$ cat config.mk
export PLATFORM = sky130hd
export DESIGN_NAME = acc_num_gen
export DESIGN_NICKNAME = d
export VERILOG_FILES = /design/src/rtl/acc_num_gen.sv
export SDC_FILE = /design/constraint.sdc
export NUM_CORES = 1
export LEC_CHECK = 0
export ABC_AREA = 1
export CAP_MARGIN = 5
export CORE_MARGIN = 4
export CORE_UTILIZATION = 60
export CTS_CLUSTER_DIAMETER = 30
export DETAILED_ROUTE_END_ITERATION = 12
export DONT_BUFFER_PORTS = 1
export PLACE_DENSITY = 0.77
export SETUP_SLACK_MARGIN = 0.15
export SLEW_MARGIN = 20
export SYNTH_ARGS = -nofsm -noshare
export SYNTH_HDL_FRONTEND = slang
export SYNTH_SLANG_ARGS = --single-unit
$ cat constraint.sdc
create_clock -name user_clk -period 10.65 [get_ports user_clk]
set_input_delay 1.065 -clock user_clk [delete_from_list [all_inputs] [get_ports user_clk]]
set_output_delay 1.065 -clock user_clk [all_outputs]
set_load 0.03 [all_outputs]
$ cat src/rtl/acc_num_gen.sv
// acc_num_gen: accumulation framing (new_acc/dump) and completed-accumulation counter; define ACC_NUM_GEN_SYNC_ERR_EN to restart on misaligned sync_in
module acc_num_gen #(
    parameter int VEC_LEN_BITS = 11
) (
    input  logic        user_clk,
    input  logic        user_rst,
    input  logic        arm,
    input  logic        sync_in,
    input  logic        valid_in,
    input  logic [31:0] acc_len,
    output logic        new_acc,
    output logic        dump,
    output logic [31:0] acc_num,
    output logic        armed,
    output logic        sync_err
);
    typedef enum logic [1:0] {IDLE, ARMED, RUN} state_t;
    state_t state, state_n;
    logic arm_d, arm_rise, restart, start, active, hit, first, last, wrap;
    logic new_acc_n, dump_n, armed_n, sync_err_n;
    logic [VEC_LEN_BITS-1:0] samp, samp_n, cs;
    logic [31:0] spec, spec_n, cp, len_q, len_n, acc_num_n;

    assign arm_rise = arm & ~arm_d;
`ifdef ACC_NUM_GEN_SYNC_ERR_EN
    assign restart = state == RUN && sync_in && (samp != '0 || spec != '0);
`else
    assign restart = 1'b0;
`endif

    // state register
    always_ff @(posedge user_clk or posedge user_rst) begin
        if (user_rst) state <= IDLE;
        else state <= state_n;
    end

    // next state: an arm edge re-arms from anywhere, sync_in starts the run
    always_comb begin
        state_n = arm_rise ? ARMED : (state == ARMED && sync_in) ? RUN : state;
    end

    // counters and pulses; a start (first sync or misaligned resync) treats the current sample as sample 0
    always_comb begin
        start      = (state == ARMED && sync_in) || restart;
        active     = state == RUN || start;
        cs         = start ? '0 : samp;
        cp         = start ? '0 : spec;
        hit        = active && valid_in && !arm_rise;
        first      = hit && cs == '0 && cp == '0;
        len_n      = (start || first) ? (acc_len == '0 ? 32'd1 : acc_len) : len_q;
        wrap       = hit && &cs;
        last       = wrap && cp == len_n - 32'd1;
        samp_n     = arm_rise ? '0 : hit ? cs + VEC_LEN_BITS'(1) : cs;
        spec_n     = arm_rise ? '0 : wrap ? (last ? '0 : cp + 32'd1) : cp;
        acc_num_n  = arm_rise ? '0 : last ? acc_num + 32'd1 : acc_num;
        sync_err_n = !arm_rise && (sync_err || restart);
        new_acc_n  = first;
        dump_n     = last;
        armed_n    = state_n == ARMED;
    end

    // registered datapath and outputs
    always_ff @(posedge user_clk or posedge user_rst) begin
        if (user_rst) begin
            arm_d    <= 1'b0;
            samp     <= '0;
            spec     <= '0;
            len_q    <= 32'd1;
            acc_num  <= '0;
            new_acc  <= 1'b0;
            dump     <= 1'b0;
            armed    <= 1'b0;
            sync_err <= 1'b0;
        end else begin
            arm_d    <= arm;
            samp     <= samp_n;
            spec     <= spec_n;
            len_q    <= len_n;
            acc_num  <= acc_num_n;
            new_acc  <= new_acc_n;
            dump     <= dump_n;
            armed    <= armed_n;
            sync_err <= sync_err_n;
        end
    end
endmodule

==> impl_metrics.yaml <==
routing:
  dr.pass1.iters: 6
  wirelength_mm: 23.4
  wl_per_cell_um: 15.3
  via_count: 8315
  drc: 0
  drtIter0Drc: 592
  drt.antenna.violating_nets: 0
  avgViaCountPerCell: 5.45
logic_synthesis:
  syn_nets: 1387
  synth-seq-area-share_pct: 31.8
  synth_top_area_share_pct: 31.5
  async_reset_ff_share_pct: 100
  synth.avg_cell_area_um2: 6.68
  yosysWarnings: 0
  ys_seq_elements: 114
  synth_ff_type: "dfrtp_1"
  synth_top_area_cell: "dfrtp_1"
  synth_edf_count: 0
  synthCells: 1344
  synth.distinct_cells: 38
  synth_area_leaders: "dfrtp_1 31%, nand2_1 17%, nor2_1 7.9%"
  syn-cell-area_mm2: 0.00898
pwr:
  peakVddDrop_uv: 102
  intPower_mw: 1.13
  cellPowerDensity_mw_per_mm2: 193
  pwr-share-clk_pct: 33.4
  finalPower_mw: 1.85
  switchingPower_uw: 724
  netSwitchingFraction_pct: 39.1
  pwr-share-comb_pct: 38.3
  leakage_nw: 4.52
  p_seq_share_pct: 28.3
grt:
  grt_max_degree: 81
  grt_pass1_wl_mm: 37.6
  grt.overflow.total: 0
  grt_pass1_vias: 7696
  gr-usage-all-layers_pct: 28.1
  antenna_found_initial: 0
clock_network:
  clkTransAtPathRegs_ns: 0.05
  cts_buffer_depth: 2
  clock_sinks: 114
  postCtsResizedCells: 0
  ctsHoldBuffers: 0
  cts_tree: "done"
  htree_levels: 4
  cts_root_buf: "clkbuf_16"
  cts_made_buffers: 17
  post_cts_buffers: 0
  worstSkewPairLatency_ns: 0.43
cells_and_area:
  final_nets: 1373
  postLayoutCoreUtil_pct: 65.6
  antenna_cells: 0
  syn_to_final_growth_pct: 6.53
  drive_above_1_share_pct: 8.71
  final_common_cell: "nand2_1"
  final_cell_mix: "398 x nand2_1, 190 x nor2_1, 167 x inv_1, 113 x dfrtp_1, 107 x nand3_1"
place:
  dp_hpwl_mm: 17.8
  gp_congestion: 0.986
  portBuffers: 0
sta:
  fin_hold_ws_ns: 0.533
  fmax_mhz: 168
  hold_viol: 0
  setup_viol: 0
  finClkSkew_ns: 0.00785
  relSlewSlack_pct: 45.3
  rsz0062_at_grt: "no"
  fin_tns_setup_ns: 0
  drv_slew: 0
  period_share_pct: 55.9
  worst_pin_slew_ns: 0.821
  period_minus_slack_ns: 5.95
setup_path:
  slowest_delay_ns: 0.47
  rr_worst_depth: 32
  timing.rr.end: "spec[28]$_DFF_PP0_"
  crit_path_start_kind: "primary input"
  end_kind: "flop"
  worstSetupPathType: "in -> reg"
  critPathBufInv: 5
  reg2reg_from: "state[1]$_DFF_PP0_"
  crit_family: "simple AND/OR/NAND/NOR gates"
  cp.required_ns: 10.94
  crit_top_cell: "nand2_1"
  critPathSlowestCell: "nand2_4"
  crit_arrival_ns: 6.24
  regToRegSetupSlack_ns: 4.86
  path_depth: 31
  crit_path_max_fanout: 47
job:
  maxCapViolCount: 0
die:
  die_area_mm2: 0.0170
  start_util_pct: 61.6
  die_y_um: 130
  rows: 44
  die_width_um: 130
  num_io_pins: 73
  core-area_mm2: 0.0146
worst_hold_path:
  hp-start: "state[1]$_DFF_PP0_"
  min_path_cells: 1
  hp-class: "reg -> reg"
  whs_endpoint: "armed$_DFF_PP0_"
outcome:
  outcome: "completed"
[worst reg2reg max path: cells and delay by family, from the launching register on]
family | cells | cell delay [ns]
flip-flops | 1 | 0.41
buffers and inverters | 6 | 1.01
adder cells (fa/ha/maj) | 2 | 0.42
AND/OR/NAND/NOR | 24 | 3.84
[metrics by stage]
step	std cells	setup WS, ns	cell area (um^2)
after global placement	1495	4.45	8930
after detailed placement	1495	4.29	8930
after global routing	1527	3.98	9570
final	1527	4.70	9570
after floorplan	1344	5.94	8980
after CTS	1527	4.71	9570
[how the worst max path moves through the flow]
stage,start,end
4_1_cts,sync_in,spec[28]$_DFF_PP0_
6_report,sync_in,spec[28]$_DFF_PP0_
3_3_place_gp,sync_in,spec[30]$_DFF_PP0_
3_5_place_dp,sync_in,spec[28]$_DFF_PP0_
5_1_grt,sync_in,spec[28]$_DFF_PP0_
2_1_floorplan,sync_in,acc_num[11]$_DFFE_PP0P_
[kinds of logic (layout without fill, tap and decap cells)]
logic type / after synthesis / count (layout) / synth area share (%)
adders and majority gates: 6 / 6 / 0.836
xor gates and xnor gates: 82 / 82 / 8.00
and+or+nand+nor: 886 / 886 / 45.8
buffers and inverters: 211 / 210 / 10.8
DFF: 114 / 114 / 31.8
AOI/OAI and AO/OA: 45 / 45 / 2.74
[power by group through the flow]
stage / clock network [mW] / registers (mW) / logic (mW)
floorplan: 0 / 0.525 / 0.576
global placement: 0 / 0.528 / 0.686
detailed placement: 0 / 0.531 / 0.696
CTS: 0.625 / 0.524 / 0.701
global route: 0.646 / 0.529 / 0.793
finish: 0.619 / 0.524 / 0.708
[Yosys cell counts (all sizes together) (2+ instances only)]
master / n
xor2: 55
nand3b: 58
and2: 2
nor2: 219
inv: 173
a21oi: 11
nand4: 15
nand3: 115
o21ai: 27
dfrtp: 113
ha: 6
nor3: 30
nand2: 431
xnor2: 27
clkbuf: 6
o21bai: 6
nor4: 13
buf: 32
[cell type report]
class	count	area, um^2
multi-input cells	1019	5150
fillers	1364	5020
flip-flops and latches	114	2850
inverters	173	652
clock buffers	22	484
well taps	184	230
clock inverters	10	155
repair buffers	5	37.5
[sequential cells by signal, summed over array words and instances (netlist names), 2 cells and up]
signal and count:
len_q 32, samp 11, spec 32, state 2, acc_num 32
[metal layers]
layer / global-route usage [%] / part of all wire [%] / up-vias / wire length [um]
li1: - / - / 4165 / -
met3: 6.10 / 7.5 / 36 / 1750
met4: 9.20 / 2.2 / 0 / 520
met1: 37.1 / 43 / 3844 / 10100
met2: 46.3 / 47 / 270 / 11100
met5: 0 / 0 / - / 0
Power figures use the tool's default switching activity.
